`src/rtl/ibuf_lvl3.sv`:
```
// Instruction buffer sitting between fetch and a single execute unit.
// Instructions bypass straight to execute when the buffer is empty and
// execute can take them; otherwise they queue in a circular FIFO. Long
// instructions occupy execute for LONG_CYCLES cycles, short ones for one.
module ibuf_lvl3 #(
    parameter int DEPTH        = 4,
    parameter int DATA_W       = 32,
    parameter int LONG_CYCLES  = 3,
    parameter int STALL_THRESH = DEPTH
) (
    input  logic                       clk,
    input  logic                       reset,
    input  logic                       instr_in_valid,
    input  logic [DATA_W-1:0]          instr_in_data,
    input  logic                       instr_is_long,
    input  logic                       flush,
    output logic                       instr_in_stall,
    output logic                       exec_issue_valid,
    output logic [DATA_W-1:0]          exec_issue_data,
    output logic                       exec_issue_long,
    output logic                       exec_busy,
    output logic                       exec_will_free_next,
    output logic                       bypass_allowed,
    output logic                       push_allowed,
    output logic                       pop_allowed,
    output logic [$clog2(DEPTH+1)-1:0] count,
    output logic [$clog2(DEPTH+1)-1:0] max_count
);

    localparam int CW = $clog2(DEPTH + 1);
    localparam int PW = (DEPTH > 1) ? $clog2(DEPTH) : 1;

    // Each entry is {long flag, instruction word}
    logic [DATA_W:0]   mem [DEPTH];
    logic [PW-1:0]     wr_ptr;
    logic [PW-1:0]     rd_ptr;
    logic [3:0]        busy_cnt;
    logic [DATA_W-1:0] last_data;
    logic              last_long;
    logic              exec_can_accept;
    logic [CW-1:0]     count_next;

    // Circular pointer advance; DEPTH need not be a power of two
    function automatic logic [PW-1:0] ptr_next(input logic [PW-1:0] p);
        if (p == PW'(DEPTH - 1)) begin
            return '0;
        end
        return p + 1'b1;
    endfunction

    assign exec_busy           = (busy_cnt != 4'd0);
    assign exec_will_free_next = (busy_cnt == 4'd1);
    assign exec_can_accept     = !exec_busy || exec_will_free_next;

    // Per-cycle accept / issue decisions, all from registered state and inputs
    always_comb begin
        instr_in_stall   = (count >= CW'(STALL_THRESH)) || flush;
        bypass_allowed   = instr_in_valid && !instr_in_stall && (count == '0) && exec_can_accept;
        push_allowed     = instr_in_valid && !instr_in_stall && !bypass_allowed;
        pop_allowed      = (count != '0) && exec_can_accept && !flush;
        exec_issue_valid = bypass_allowed || pop_allowed;
        if (flush) begin
            count_next = '0;
        end else begin
            count_next = count + CW'(push_allowed) - CW'(pop_allowed);
        end
    end

    // Issue word: input on bypass, FIFO head on pop, otherwise the last issued word
    always_comb begin
        exec_issue_data = last_data;
        exec_issue_long = last_long;
        if (bypass_allowed) begin
            exec_issue_data = instr_in_data;
            exec_issue_long = instr_is_long;
        end else if (pop_allowed) begin
            {exec_issue_long, exec_issue_data} = mem[rd_ptr];
        end
    end

    // Control state: pointers, occupancy, watermark, execute occupancy, held issue word
    always_ff @(posedge clk or posedge reset) begin
        if (reset) begin
            wr_ptr    <= '0;
            rd_ptr    <= '0;
            count     <= '0;
            max_count <= '0;
            busy_cnt  <= '0;
            last_data <= '0;
            last_long <= 1'b0;
        end else begin
            if (flush) begin
                wr_ptr <= '0;
                rd_ptr <= '0;
            end else begin
                if (push_allowed) begin
                    wr_ptr <= ptr_next(wr_ptr);
                end
                if (pop_allowed) begin
                    rd_ptr <= ptr_next(rd_ptr);
                end
            end
            count <= count_next;
            if (count_next > max_count) begin
                max_count <= count_next;
            end
            // Flush leaves execute occupancy alone; it only empties the buffer
            if (exec_issue_valid) begin
                busy_cnt  <= exec_issue_long ? 4'(LONG_CYCLES) : 4'd1;
                last_data <= exec_issue_data;
                last_long <= exec_issue_long;
            end else if (busy_cnt != 4'd0) begin
                busy_cnt <= busy_cnt - 4'd1;
            end
        end
    end

    // Storage array: written on push only, contents need no reset
    always_ff @(posedge clk) begin
        if (push_allowed) begin
            mem[wr_ptr] <= {instr_is_long, instr_in_data};
        end
    end

endmodule

```
`config.mk`:
```
export PLATFORM = sky130hd
export DESIGN_NAME = ibuf_lvl3
export DESIGN_NICKNAME = d
export VERILOG_FILES = /design/src/rtl/ibuf_lvl3.sv
export SDC_FILE = /design/constraint.sdc
export NUM_CORES = 1
export LEC_CHECK = 0
export BUFFER_PORTS_ARGS = -buffer_cell sky130_fd_sc_hd__buf_4
export CORE_UTILIZATION = 58
export DETAILED_ROUTE_END_ITERATION = 8
export PLACE_DENSITY_LB_ADDON = 0.12
export SYNTH_ARGS = -nofsm -noshare
export SYNTH_HDL_FRONTEND = slang
export SYNTH_SLANG_ARGS = --single-unit
```
`constraint.sdc`:
```
create_clock -name clk -period 4.25 [get_ports clk]
set_input_delay 0.2125 -clock clk [delete_from_list [all_inputs] [get_ports clk]]
set_output_delay 0.2125 -clock clk [all_outputs]
set_load 0.02 [all_outputs]
```
==> summary.md, run 1 <==
| Metric | Value |
|---|---|
| Status | `complete, no violations` |
| Mapped Cells | `449` |
| GR Overflow Total | `0` |
| Cell taking the most area after synthesis | `edfxtp_1` |
| CP arrival | `4.18 ns` |
| Reg area | `0.00514 mm2` |
| Synth unique cells | `36` |
| Core box area | `0.0122 mm2` |
| Worst skew pair latency | `0.43 ns` |
| # DRC | `0` |
| Site Rows | `40` |
| Final period util | `0.913` |
| Final slew viol count | `0` |
| Commonest cells after routing, fill and taps aside | `edfxtp_1, nor2_1, buf_4, dfrtp_1, mux4_2` |
| WL per Instance | `18.9 um` |
| Setup TNS | `0 ns` |
| Starting Density | `0.603` |
| Drt pass-1 iters | `4` |
| Hold Path Class | `in -> reg` |
| Worst-path clk slew | `0.06 ns` |
| P&R area growth vs syn | `22.1%` |
| Synth top area cells | `edfxtp_1, dfrtp_1, mux4_2` |
| P_leak | `3.33 nW` |
| Total power | `0.00582 W` |
| Crit Path Max Fanout | `4` |
| Syn nets | `500` |
| Via/cell ratio | `5.58` |
| Number of port buffers | `82` |
| Kind of critical path | `reg -> reg` |
| Fin crit period | `3.88 ns` |
| Remaining antenna violation count | `0` |
| Worst reg2reg path depth | `16` |
| Worst relative slew slack | `0.369` |
| Maximum Capacitance Violations | `0` |
| Post-synth top area share | `0.538` |
| Top FF cell, synth | `edfxtp_1` |
| Avg Inst Size Synth | `16.4 um2` |
| Total clock buffers created by CTS | `17` |
| Clock skew | `0.0218 ns` |
| Final instance area | `0.00900 mm2` |
| CP Capture Type | `flip-flop` |
| GPL Wtd Cong | `0.759` |
| Hold Crit Depth | `1` |
| Place WS | `0.183 ns` |
| PnR worst setup slack | `0.371 ns` |
| Filler cell count | `796` |
| First-pass GRT wire length | `22,500 um` |
| Ant. Diodes | `0` |
| Peak supply drop | `0.000422 V` |
| Longest Clk Path Bufs | `2` |
| # H-tree levels | `4` |
| Max frequency | `258 MHz` |
| Placed cell areas | `0.00814 mm2` |
| Most common cell after layout, fill and taps aside | `edfxtp_1` |
| Multi-input combinational cell area | `0.00206 mm2` |
| EDFF count, synth | `132` |
| Hold Violations, Final | `0` |
| RSZ-0062 raised after global routing | `false` |
| Clock Sinks | `179` |
| DR iter-0 viols | `257` |
| Post-synthesis sequential area ratio | `0.698` |
| Vias in the first global route | `4,301` |
| Layout cells sized above 1 | `0.343` |
| CTS tree | `built` |
| CP startpoint kind | `flip-flop` |
| Die width | `115 um` |
| #FFs+latches synth | `179` |
| Setup Buffers After CTS | `0` |
| Root Driver | `clkbuf_16` |
| Asr flop ratio synth | `0.263` |
| Pin count of the biggest net entering global routing | `48` |
| Nets | `613` |
| # setup viols final | `0` |
| Power Density | `647 mW/mm2` |
| Yosys warning count | `0` |
| Die height | `115 um` |
| WL final | `14,100 um` |
| Required time worst endpoint | `4.55 ns` |
| Final HPWL DP | `7890 um` |
| Die area | `0.0132 mm2` |
| All-Layer GR Usage | `0.237` |
| Worst slew pin tran | `0.947 ns` |
| Synth Cell Area | `0.00737 mm2` |
| Via count | `4,146` |
| Boundary Pins | `83` |
| Initial antenna violation count | `0` |
## per-stage QoR
step	cells	hold WS, ns	utilization
after global routing	743	0.00499	0.737
after global placement	686	0.423	0.666
after floorplan	449	0.311	-
after detailed placement	686	0.427	0.666
after CTS	743	0.000334	0.736
final	743	0.0132	0.737
## final timing paths
kind | startpoint | endpoint | slack (ns)
worst min register to register | last_data[3]$_DFFE_PP0N_ | last_data[3]$_DFFE_PP0N_ | 0.49
worst min-delay path | instr_in_data[23] | mem[3][23]$_DFFE_PP_ | 0.01
max in group asynchronous | reset | rd_ptr[1]$_DFFE_PP0P_ | 3.22
min in group asynchronous | reset | last_data[19]$_DFFE_PP0N_ | 0.54
worst max-delay path | busy_cnt[0]$_DFFE_PP0P_ | max_count[2]$_DFFE_PP0N_ | 0.37
worst max register to register | busy_cnt[0]$_DFFE_PP0P_ | max_count[2]$_DFFE_PP0N_ | 0.37
## area by class of cell
class                           count  share of cell area
Sequential cell                   179               0.572
Multi-Input combinational cell    232               0.229
Timing Repair Buffer              114               0.102
Clock buffer                       22              0.0516
Tap cell                          168              0.0234
Clock inverter                     10              0.0147
Inverter                           18             0.00751
## cell families after synthesis
group | synth area share
DFF | 0.698
muxes | 0.112
and+or+nand+nor | 0.0757
AOI/OAI and AO/OA | 0.0598
adders and majority gates | 0.0248
xor gates and xnor gates | 0.00357
buffers and inverters | 0.0261
## report_power, final
group	total [W]	internal, W	switching [W]
Clock	0.00157	0.000954	0.000616
Sequential	0.00230	0.00218	0.000122
Combinational	0.00195	0.000863	0.00109
## synth_stat cells, types with 2 or more instances
cell type	instances
clkbuf_1	4
inv_1	18
buf_4	2
o22ai_2	28
and2_1	6
buf_2	10
ha_1	13
nor3_1	4
mux2_2	4
dfrtp_1	47
xor2_1	2
o22ai_1	4
o21ai_0	2
nand2_1	4
edfxtp_1	132
or2_1	2
nor4_1	2
mux2i_1	4
nor2_1	107
mux4_2	33
o221ai_1	3
buf_6	4
## routing by layer
metal,GRT usage,share of wire,vias to the layer above
met2,0.389,0.51,118
met1,0.313,0.43,2113
met5,0,0,-
met3,0.0540,0.048,10
li1,-,-,1905
met4,0.0909,0.010,0
## timing repair
action / CTS / global route
gates resized for setup: 0 / 2
setup endpoints to repair: 0 / 3
hold buffers: 25 / 0
endpoints found under the hold margin: 91 / 0
## registers in the layout (all words and copies together), names as in the netlist
register   count
last_long      1
count          3
rd_ptr         2
last_data     32
mem          132
busy_cnt       4
wr_ptr         2
max_count      3
## worst max-delay path, stage by stage (launching register included)
cell and delay [ns]:
dfrtp_1 0.42, inv_1 0.09, ha_1 0.20, nor2_1 0.08
or4_2 0.56, inv_1 0.11, ha_1 0.23, inv_1 0.06
ha_1 0.13, inv_1 0.04, fa_1 0.36, xor2_1 0.16
and2_1 0.17, nor3_2 0.21, ha_1 0.30, a32oi_2 0.29
mux2_2 0.37
Power figures use the tool's default switching activity.
==> run 2, diff against run 1 <==
- RECOVER_POWER: unset -> 100
- REMOVE_ABC_BUFFERS: unset -> 1
- TNS_END_PERCENT: unset -> 5
==> run 2 against run 1 <==
  * Highest routed layer unchanged
  * Clock power about the same
  * Largest cell class unchanged
  * Design area down 5.0%
  * Power down 4.2%
  * Fmax down 2.1%
  * Count of clock-buffer cells in the layout down 3
  * Critical path depth unchanged
  * Register-to-register slack worse by 0.08 ns
  * Critical path type unchanged
  * Critical endpoint is now max_count[0]$_DFFE_PP0N_
  * The run now ends with capacitance limit, slew limit left
  * Worst setup slack worse by 0.085 ns
  * Combinational power down 15%
  * Core utilization down 3.7 points
  * Sequential share of layout area up 3.0 points
  * Routed wire length up 2.7%
==> summary.md, run 2 (same netlist as run 1, synthesis figures left out) <==
| Metric | Value |
|---|---|
| CP Capture Type | `flip-flop` |
| Kind of critical path | `reg -> reg` |
| Via/cell ratio | `5.53` |
| Die width | `115 um` |
| WL final | `14,400 um` |
| Commonest cells after routing, fill and taps aside | `edfxtp_1, nor2_1, clkbuf_1, dfrtp_1, mux4_2` |
| Post-Place Cells | `687` |
| Crit path cell chain | `inv_1 > ha_1 > nor2_1 > or4_2 > inv_1 > ha_1 > inv_1 > ha_1 > inv_1 > fa_1 > xor2_1 > and2_0 > nor3_2 > ha_1 > a32oi_2 > mux2_2` |
| Required time worst endpoint | `4.56 ns` |
| Via count | `4,135` |
| Clock Sinks | `179` |
| Layout Utilization | `0.700` |
| Hold Violations, Final | `0` |
| WL per Instance | `19.3 um` |
| CTS tree | `built` |
| Peak supply drop | `0.000410 V` |
| CP startpoint kind | `flip-flop` |
| Max reg flops | `132` |
| Status | `finished, violations left` |
| Biggest regs | `mem (132), last_data (32), busy_cnt (4)` |
| CP delay by family, top | `adder cells` |
| Pin count of the biggest net entering global routing | `48` |
| Total clock buffers created by CTS | `17` |
| Final HPWL DP | `8050 um` |
| Most common cell after layout, fill and taps aside | `edfxtp_1` |
| Fin crit period | `3.96 ns` |
| # H-tree levels | `4` |
| Max frequency | `252 MHz` |
| GPL Wtd Cong | `0.739` |
| Final period util | `0.933` |
| Maximum Capacitance Violations | `6` |
| Ant. Diodes | `0` |
| Starting Density | `0.603` |
| Place WS | `0.125 ns` |
| P&R area growth vs syn | `16.0%` |
| Site Rows | `40` |
| Layout cells sized above 1 | `0.136` |
| Power Density | `653 mW/mm2` |
| Worst skew pair latency | `0.43 ns` |
| # setup viols final | `0` |
| Failing checks | `capacitance limit, slew limit` |
| Worst-path clk slew | `0.06 ns` |
| P_leak | `2.98 nW` |
| Hold Path Class | `in -> reg` |
| Crit Path Max Fanout | `4` |
| CP arrival | `4.27 ns` |
| PnR worst setup slack | `0.287 ns` |
| Nets | `618` |
| Die area | `0.0132 mm2` |
| Clock skew | `0.0108 ns` |
| Highest-delay cell along the critical path | `or4_2` |
| RSZ-0062 raised after global routing | `false` |
| GR Overflow Total | `0` |
| Drt pass-1 iters | `4` |
| Most flop-heavy register | `mem` |
| Vias in the first global route | `4,252` |
| Root Driver | `clkbuf_16` |
| Die height | `115 um` |
| WP buf/inv | `4` |
| Worst slew pin tran | `2.92 ns` |
| CP peak stage delay | `0.56 ns` |
| Remaining antenna violation count | `0` |
| Setup TNS | `0 ns` |
| Worst relative slew slack | `-0.946` |
| Final std cells w/o fill | `748` |
| Boundary Pins | `83` |
| All-Layer GR Usage | `0.240` |
| Final slew viol count | `211` |
| Longest Clk Path Bufs | `2` |
| First-pass GRT wire length | `22,500 um` |
| Number of port buffers | `82` |
| DR iter-0 viols | `323` |
| Core box area | `0.0122 mm2` |
| # DRC | `0` |
| Initial antenna violation count | `0` |
==> run 2: cell types whose count changed in the layout (fill, tap and decap cells not counted), sizes merged <==
cell and change:
clkinv +2, inv -1, bufinv +1, dlygate4sd3 +4
clkbuf +79, buf -81, clkinvlp +1
==> run 2: per-layer routing <==
metal | routed length (um) | global-route usage | share of wire
met3 | 857 | 0.0667 | 0.059
met2 | 7470 | 0.386 | 0.52
met5 | 0 | 0 | 0
met1 | 5960 | 0.326 | 0.41
met4 | 155 | 0.0727 | 0.011
==> run 2: path summary, 6_finish.rpt <==
path / start / endpoint / slack [ns] / depth (start not counted)
hold / removal: flush / rd_ptr[1]$_DFFE_PP0P_ / 0.02 / 2
max in group asynchronous: reset / rd_ptr[1]$_DFFE_PP0P_ / 1.49 / 3
hold reg to reg: last_data[14]$_DFFE_PP0N_ / last_data[14]$_DFFE_PP0N_ / 0.49 / 2
setup reg to reg: busy_cnt[0]$_DFFE_PP0P_ / max_count[0]$_DFFE_PP0N_ / 0.29 / 16
min in group asynchronous: reset / last_data[13]$_DFFE_PP0N_ / 0.90 / 3
setup / recovery: busy_cnt[0]$_DFFE_PP0P_ / max_count[0]$_DFFE_PP0N_ / 0.29 / 16
==> run 2: what timing repair did <==
action	CTS	global route
gates resized for setup	0	2
hold endpoints to repair	79	25
setup buffers	0	0
hold buffers	22	7
setup endpoints to repair	0	3
==> run 2: stage by stage <==
step | hold WS, ns | total power [W] | area, um2
floorplan | 0.279 | 0.00358 | 7240
global placement | 0.421 | 0.00420 | 8140
detailed placement | 0.429 | 0.00427 | 8140
CTS | 0.0000138 | 0.00587 | 8960
global route | 0.0178 | 0.00586 | 8540
finish | 0.0217 | 0.00558 | 8540
==> run 2: layout make-up <==
cell class,count,area [um2]
flip-flops and latches,179,5140
fillers,903,3670
multi-input cells,232,1870
repair buffers,119,662
clock buffers,19,433
well taps,168,210
clock inverters,13,165
inverters,18,67.6
==> run 2: power breakdown <==
part | switching [W] | internal [W] | leakage (nW)
Combinational | 0.00103 | 0.000628 | 0.940
Sequential | 0.000156 | 0.00218 | 1.75
Clock | 0.000615 | 0.000972 | 0.295
Total | 0.00180 | 0.00378 | 2.98
